--- src/rtl/mem_pkg.sv ---
// Shared definitions for the memory access sequencer.
//   state_t       : sequencer states
//   grant_t       : which requester was granted last
//   MODE_*        : decoded access width (also used by the memory-op decoder)
//   illegal_data  : classifies a data request that must not reach memory
package mem_pkg;

  typedef enum logic [2:0] {
    IDLE,
    READ,
    RESP,
    WRITE,
    RMW_RD,
    RMW_WR,
    ERR
  } state_t;

  typedef enum logic {
    FETCH,
    DATA
  } grant_t;

  localparam logic [2:0] MODE_NONE = 3'd0;
  localparam logic [2:0] MODE_BYTE = 3'd1;
  localparam logic [2:0] MODE_WORD = 3'd2;

  // Both load and store, an unknown width, or a word access off a word boundary.
  function automatic logic illegal_data(input logic       ld,
                                        input logic       st,
                                        input logic [2:0] mode,
                                        input logic [1:0] offset);
    logic bad_mode;
    bad_mode = (mode != MODE_BYTE) && (mode != MODE_WORD);
    return (ld && st) || bad_mode || ((mode == MODE_WORD) && (offset != 2'b00));
  endfunction

endpackage

--- src/rtl/mem_byte_lane.sv ---
// Combinational byte-lane helper for a little-endian 32-bit word.
//   word     : source word
//   offset   : byte lane (lane k occupies bits [8k+7:8k])
//   byte_in  : byte to merge into the selected lane
//   byte_ext : selected lane sign-extended to 32 bits
//   merged   : word with the selected lane replaced by byte_in
module mem_byte_lane (
  input  logic [31:0] word,
  input  logic [1:0]  offset,
  input  logic [7:0]  byte_in,
  output logic [31:0] byte_ext,
  output logic [31:0] merged
);

  logic [7:0] lane;

  always_comb begin
    lane     = word[{offset, 3'b000} +: 8];
    byte_ext = {{24{lane[7]}}, lane};
    merged   = word;
    merged[{offset, 3'b000} +: 8] = byte_in;
  end

endmodule

--- src/rtl/mem_access_ctrl.sv ---
// Shares one single-port synchronous 32-bit memory between instruction fetch
// and the data stage. Loads/fetches are read-then-respond, word stores are a
// single write, byte stores are read-modify-write, illegal data requests are
// answered with an error flag and never reach memory.
//   clk, rst_n                  : clock, async active-low reset
//   if_req/if_addr              : fetch request (held until if_ready)
//   if_ready/if_rdata           : fetch completion pulse and word
//   d_load/d_store/d_mode       : data request kind and width
//   d_addr/d_wdata              : data byte address and store data
//   d_ready/d_rdata/d_misaligned: data completion pulse, load result, error
//   mem_en/mem_we/mem_addr/mem_wdata/mem_rdata : memory port
//   busy                        : a transaction is in progress
module mem_access_ctrl
  import mem_pkg::*;
#(
  parameter int unsigned ADDR_W = 32
) (
  input  logic              clk,
  input  logic              rst_n,
  input  logic              if_req,
  input  logic [ADDR_W-1:0] if_addr,
  output logic              if_ready,
  output logic [31:0]       if_rdata,
  input  logic              d_load,
  input  logic              d_store,
  input  logic [2:0]        d_mode,
  input  logic [ADDR_W-1:0] d_addr,
  input  logic [31:0]       d_wdata,
  output logic              d_ready,
  output logic [31:0]       d_rdata,
  output logic              d_misaligned,
  output logic              mem_en,
  output logic              mem_we,
  output logic [ADDR_W-3:0] mem_addr,
  output logic [31:0]       mem_wdata,
  input  logic [31:0]       mem_rdata,
  output logic              busy
);

  state_t            state;
  grant_t            last_grant;
  logic              req_fetch;
  logic              req_byte;
  logic [ADDR_W-1:0] req_addr;
  logic [31:0]       req_wdata;

  logic              take_data;
  logic              d_illegal;
  logic [31:0]       lane_ext;
  logic [31:0]       lane_merged;

  mem_byte_lane u_lane (
    .word     (mem_rdata),
    .offset   (req_addr[1:0]),
    .byte_in  (req_wdata[7:0]),
    .byte_ext (lane_ext),
    .merged   (lane_merged)
  );

  // Data wins unless fetch is also pending and data was granted last.
  always_comb begin
    take_data = (d_load || d_store) && (!if_req || (last_grant == FETCH));
    d_illegal = illegal_data(d_load, d_store, d_mode, d_addr[1:0]);
  end

  always_ff @(posedge clk or negedge rst_n) begin
    if (!rst_n) begin
      state      <= IDLE;
      last_grant <= FETCH;
      req_fetch  <= 1'b0;
      req_byte   <= 1'b0;
      req_addr   <= '0;
      req_wdata  <= '0;
    end else begin
      case (state)
        IDLE: begin
          if (take_data) begin
            last_grant <= DATA;
            req_fetch  <= 1'b0;
            req_byte   <= (d_mode == MODE_BYTE);
            req_addr   <= d_addr;
            req_wdata  <= d_wdata;
            if (d_illegal)               state <= ERR;
            else if (d_load)             state <= READ;
            else if (d_mode == MODE_WORD) state <= WRITE;
            else                         state <= RMW_RD;
          end else if (if_req) begin
            last_grant <= FETCH;
            req_fetch  <= 1'b1;
            req_byte   <= 1'b0;
            req_addr   <= if_addr;
            state      <= READ;
          end
        end
        READ:    state <= RESP;
        RMW_RD:  state <= RMW_WR;
        RESP,
        WRITE,
        RMW_WR,
        ERR:     state <= IDLE;
        default: state <= IDLE;
      endcase
    end
  end

  // Moore decode: every output is zero in IDLE, so reset clears them at once.
  always_comb begin
    busy         = (state != IDLE);
    mem_en       = (state == READ) || (state == WRITE) ||
                   (state == RMW_RD) || (state == RMW_WR);
    mem_we       = (state == WRITE) || (state == RMW_WR);
    mem_addr     = mem_en ? req_addr[ADDR_W-1:2] : '0;
    mem_wdata    = '0;
    if_ready     = 1'b0;
    if_rdata     = '0;
    d_ready      = 1'b0;
    d_rdata      = '0;
    d_misaligned = 1'b0;
    case (state)
      RESP: begin
        if (req_fetch) begin
          if_ready = 1'b1;
          if_rdata = mem_rdata;
        end else begin
          d_ready = 1'b1;
          d_rdata = req_byte ? lane_ext : mem_rdata;
        end
      end
      WRITE: begin
        mem_wdata = req_wdata;
        d_ready   = 1'b1;
      end
      RMW_WR: begin
        // mem_rdata still holds the word read during RMW_RD.
        mem_wdata = lane_merged;
        d_ready   = 1'b1;
      end
      ERR: begin
        d_ready      = 1'b1;
        d_misaligned = 1'b1;
      end
      default: ;
    endcase
  end

endmodule

--- config.mk ---
export PLATFORM = sky130hd
export DESIGN_NAME = mem_access_ctrl
export DESIGN_NICKNAME = d
export VERILOG_FILES = /design/src/rtl/mem_pkg.sv /design/src/rtl/mem_byte_lane.sv /design/src/rtl/mem_access_ctrl.sv
export SDC_FILE = /design/constraint.sdc
export NUM_CORES = 1
export LEC_CHECK = 0
export CAP_MARGIN = 0
export CORE_MARGIN = 2
export CORE_UTILIZATION = 25
export CTS_BUF_LIST = sky130_fd_sc_hd__clkbuf_16
export DETAILED_ROUTE_END_ITERATION = 7
export PLACE_DENSITY = 0.63
export SYNTH_ARGS = -nofsm -noshare
export SYNTH_HDL_FRONTEND = slang
export SYNTH_SLANG_ARGS = --single-unit
--- constraint.sdc ---
create_clock -name clk -period 4.3 [get_ports clk]
set_input_delay 0.86 -clock clk [delete_from_list [all_inputs] [get_ports clk]]
set_output_delay 0.86 -clock clk [all_outputs]
set_load 0.01 [all_outputs]
==> results of run 1 <==
[worst max-delay path: stages (launching register included)]
cell and delay, ns:
dfrtp_1 0.36, clkinv_1 0.27, ha_1 0.35, nor4bb_1 0.28, buf_4 0.22, and4_1 0.43, o2bb2ai_1 0.18, clkdlybuf4s50_1 0.57
[flip-flops by register name (all words and copies together), names as in the netlist]
register and count:
req_addr 32, req_byte 1, req_wdata 32, state 3
req_fetch 1, last_grant 1
[cell usage after synthesis, types with 9 or more instances]
| library cell | instances |
|---|---|
| a22o_1 | 9 |
| and2_1 | 62 |
| buf_2 | 16 |
| a221o_1 | 21 |
| mux2_2 | 38 |
| o21ai_0 | 37 |
| nor2b_1 | 15 |
| mux2i_1 | 15 |
| o21ai_1 | 10 |
| a21oi_1 | 49 |
| nand2b_1 | 29 |
| dfrtp_1 | 70 |
| clkbuf_1 | 24 |
| nand2_1 | 18 |
| o21a_1 | 21 |
[kinds of logic after synthesis]
family | synth area share
AOI/OAI and AO/OA | 0.248
adders and majority gates | 0.0129
and+or+nand+nor | 0.197
muxes | 0.127
buffers and inverters | 0.0531
DFF | 0.362
[cell type report]
| cell class | count | area [um^2] | area share |
|---|---|---|---|
| Sequential cell | 70 | 1750 | 0.217 |
| Clock buffer | 9 | 225 | 0.0279 |
| Multi-Input combinational cell | 393 | 2840 | 0.352 |
| Inverter | 4 | 15.0 | 0.00186 |
| Clock inverter | 7 | 97.6 | 0.0121 |
| Timing Repair Buffer | 286 | 2810 | 0.349 |
| Tap cell | 260 | 325 | 0.0403 |
[path summary, 6_finish.rpt]
| path | end | cells past startpoint | from |
|---|---|---|---|
| hold reg to reg | req_wdata[10] | 1 | req_wdata[10] |
| setup / recovery | mem_wdata[23] | 7 | req_addr[1] |
| max in group asynchronous | req_wdata[31] | 1 | rst_n |
| min in group asynchronous | req_addr[9] | 1 | rst_n |
| setup reg to reg | req_wdata[8] | 4 | state[2] |
| hold / removal | req_wdata[10] | 1 | req_wdata[10] |
[power by group through the flow]
stage	Sequential, uW	Clock, uW	Combinational (uW)
after floorplan	1140	0	1660
after CTS	1290	851	2740
after global placement	1280	0	2720
after detailed placement	1290	0	2730
final	1280	826	2700
after global routing	1340	875	2940
[metrics by stage]
stage | cells | instance area (um^2) | power [uW] | worst slack (ns) | utilization
2_1_floorplan | 515 | 4830 | 2810 | 1.19 | -
3_3_place_gp | 1013 | 7740 | 4000 | 0.578 | 0.411
3_5_place_dp | 1013 | 7740 | 4020 | 0.505 | 0.411
4_1_cts | 1029 | 8060 | 4870 | 0.413 | 0.428
5_1_grt | 1029 | 8060 | 5150 | 0.169 | 0.428
6_report | 1029 | 8060 | 4810 | 0.437 | 0.428
[per-layer routing]
metal / vias to the layer above / part of all wire / track usage
li1: 2369 / - / -
met5: - / 0.00079 / 0
met1: 2398 / 0.40 / 0.233
met2: 253 / 0.49 / 0.340
met4: 2 / 0.0071 / 0.0396
met3: 13 / 0.094 / 0.0667
==> out/qor.csv, run 1 <==
metric,value,unit
outcome,"finished, final reports clean",
die_h,143,um
clkPwrFrac,0.172,
sw_frac_of_total,0.386,
cts_resized,0,
setup_viol,0,
ant_nets,0,
ios,268,
ys_async_sr_fraction,1.00,
fin_crit,3.86,ns
fmax,0.259,GHz
report.final.slew_viol_count,0,
dr.first_iter.drc_count,242,
grt_pass1_wl,30000,um
vdd_drop_max,0.260,mV
place.gp.congestion,0.781,
nets,905,
dr_total_vias,5035,
syn2layout_area_growth,66.8,%
fin_skew,0.00642,ns
first_pass_iters,4,
synthesis.instances,515,
die_x,143,um
dominantRegCellSynth,dfrtp_1,
ys_types,49,
cp.arrival,3.00,ns
fin_setup_tns,0,ns
synth_area_leaders,"dfrtp_1 36%, mux2_2 8.9%, and2_1 8.0%",
core_area,18800,um^2
worstHoldPathType,flip-flop to flip-flop,
wl_per_cell,19.7,um
root_buffer,clkbuf_16,
start_util,0.257,
reg2reg_slack,1.61,ns
cts.sinks,70,
track_usage,0.195,
drive_gt1_frac,0.107,
port_buffers,267,
p_leak,0.00314,uW
rows,50,
dp_hpwl,15000,um
cp_max_fo,10,
slew_headroom,0.347,
nFillCells,1850,
netlist.top_cell.by_area,dfrtp_1,
grt_antenna_before_repair,1,
cts_buffer_depth,2,
fin_crit_sh,0.898,
cts_buffers,9,
grt_pass1_vias,4930,
syn_area,4830,um^2
path_clk_slew,0.07,ns
insertedDiodeCount,0,
cts_setup_buffers,0,
yosys_warnings,0,
worst_setup_path_start_kind,flip-flop,
syn-num-nets,656,
rsz0062_at_grt,false,
whs,0.509,ns
final_common_cell,clkdlybuf4s50_1,
final_cell_mix,"266 x clkdlybuf4s50_1, 70 x dfrtp_1, 62 x and2_1",
worstSkewPairLatency,0.34,ns
synth.avg_cell_area,9.39,um^2
ys_seq_area_frac,0.362,
power_density,597,nW/um^2
p_int,2950,uW
drv_cap,0,
viasPerCell,4.89,
synth_top_area_frac,0.362,
end_kind,output pin,
comb_power_share,0.562,
htreeDepth,3,
critPathKind,flip-flop to output pin,
cts_tree,built,
overflow,0,
worst_pin_slew,0.980,ns
crit_required,3.44,ns
grt_start_max_net_pins,71,
synth-edff-count,0,
die-area,20500,um^2
synth-seq-cells,70,
p_sw,1860,uW
hold_viol_final,0,
wl,20300,um
drc,0,
power_frac_seq,0.267,
cts_hold_buf,0,
(Power assumes the default switching activity.)
==> run 2, diff against run 1 <==
- SKIP_LAST_GASP: default -> 1
==> results of run 2 <==
Same layout as run 1: the final DEF is identical, and so are final timing and power.
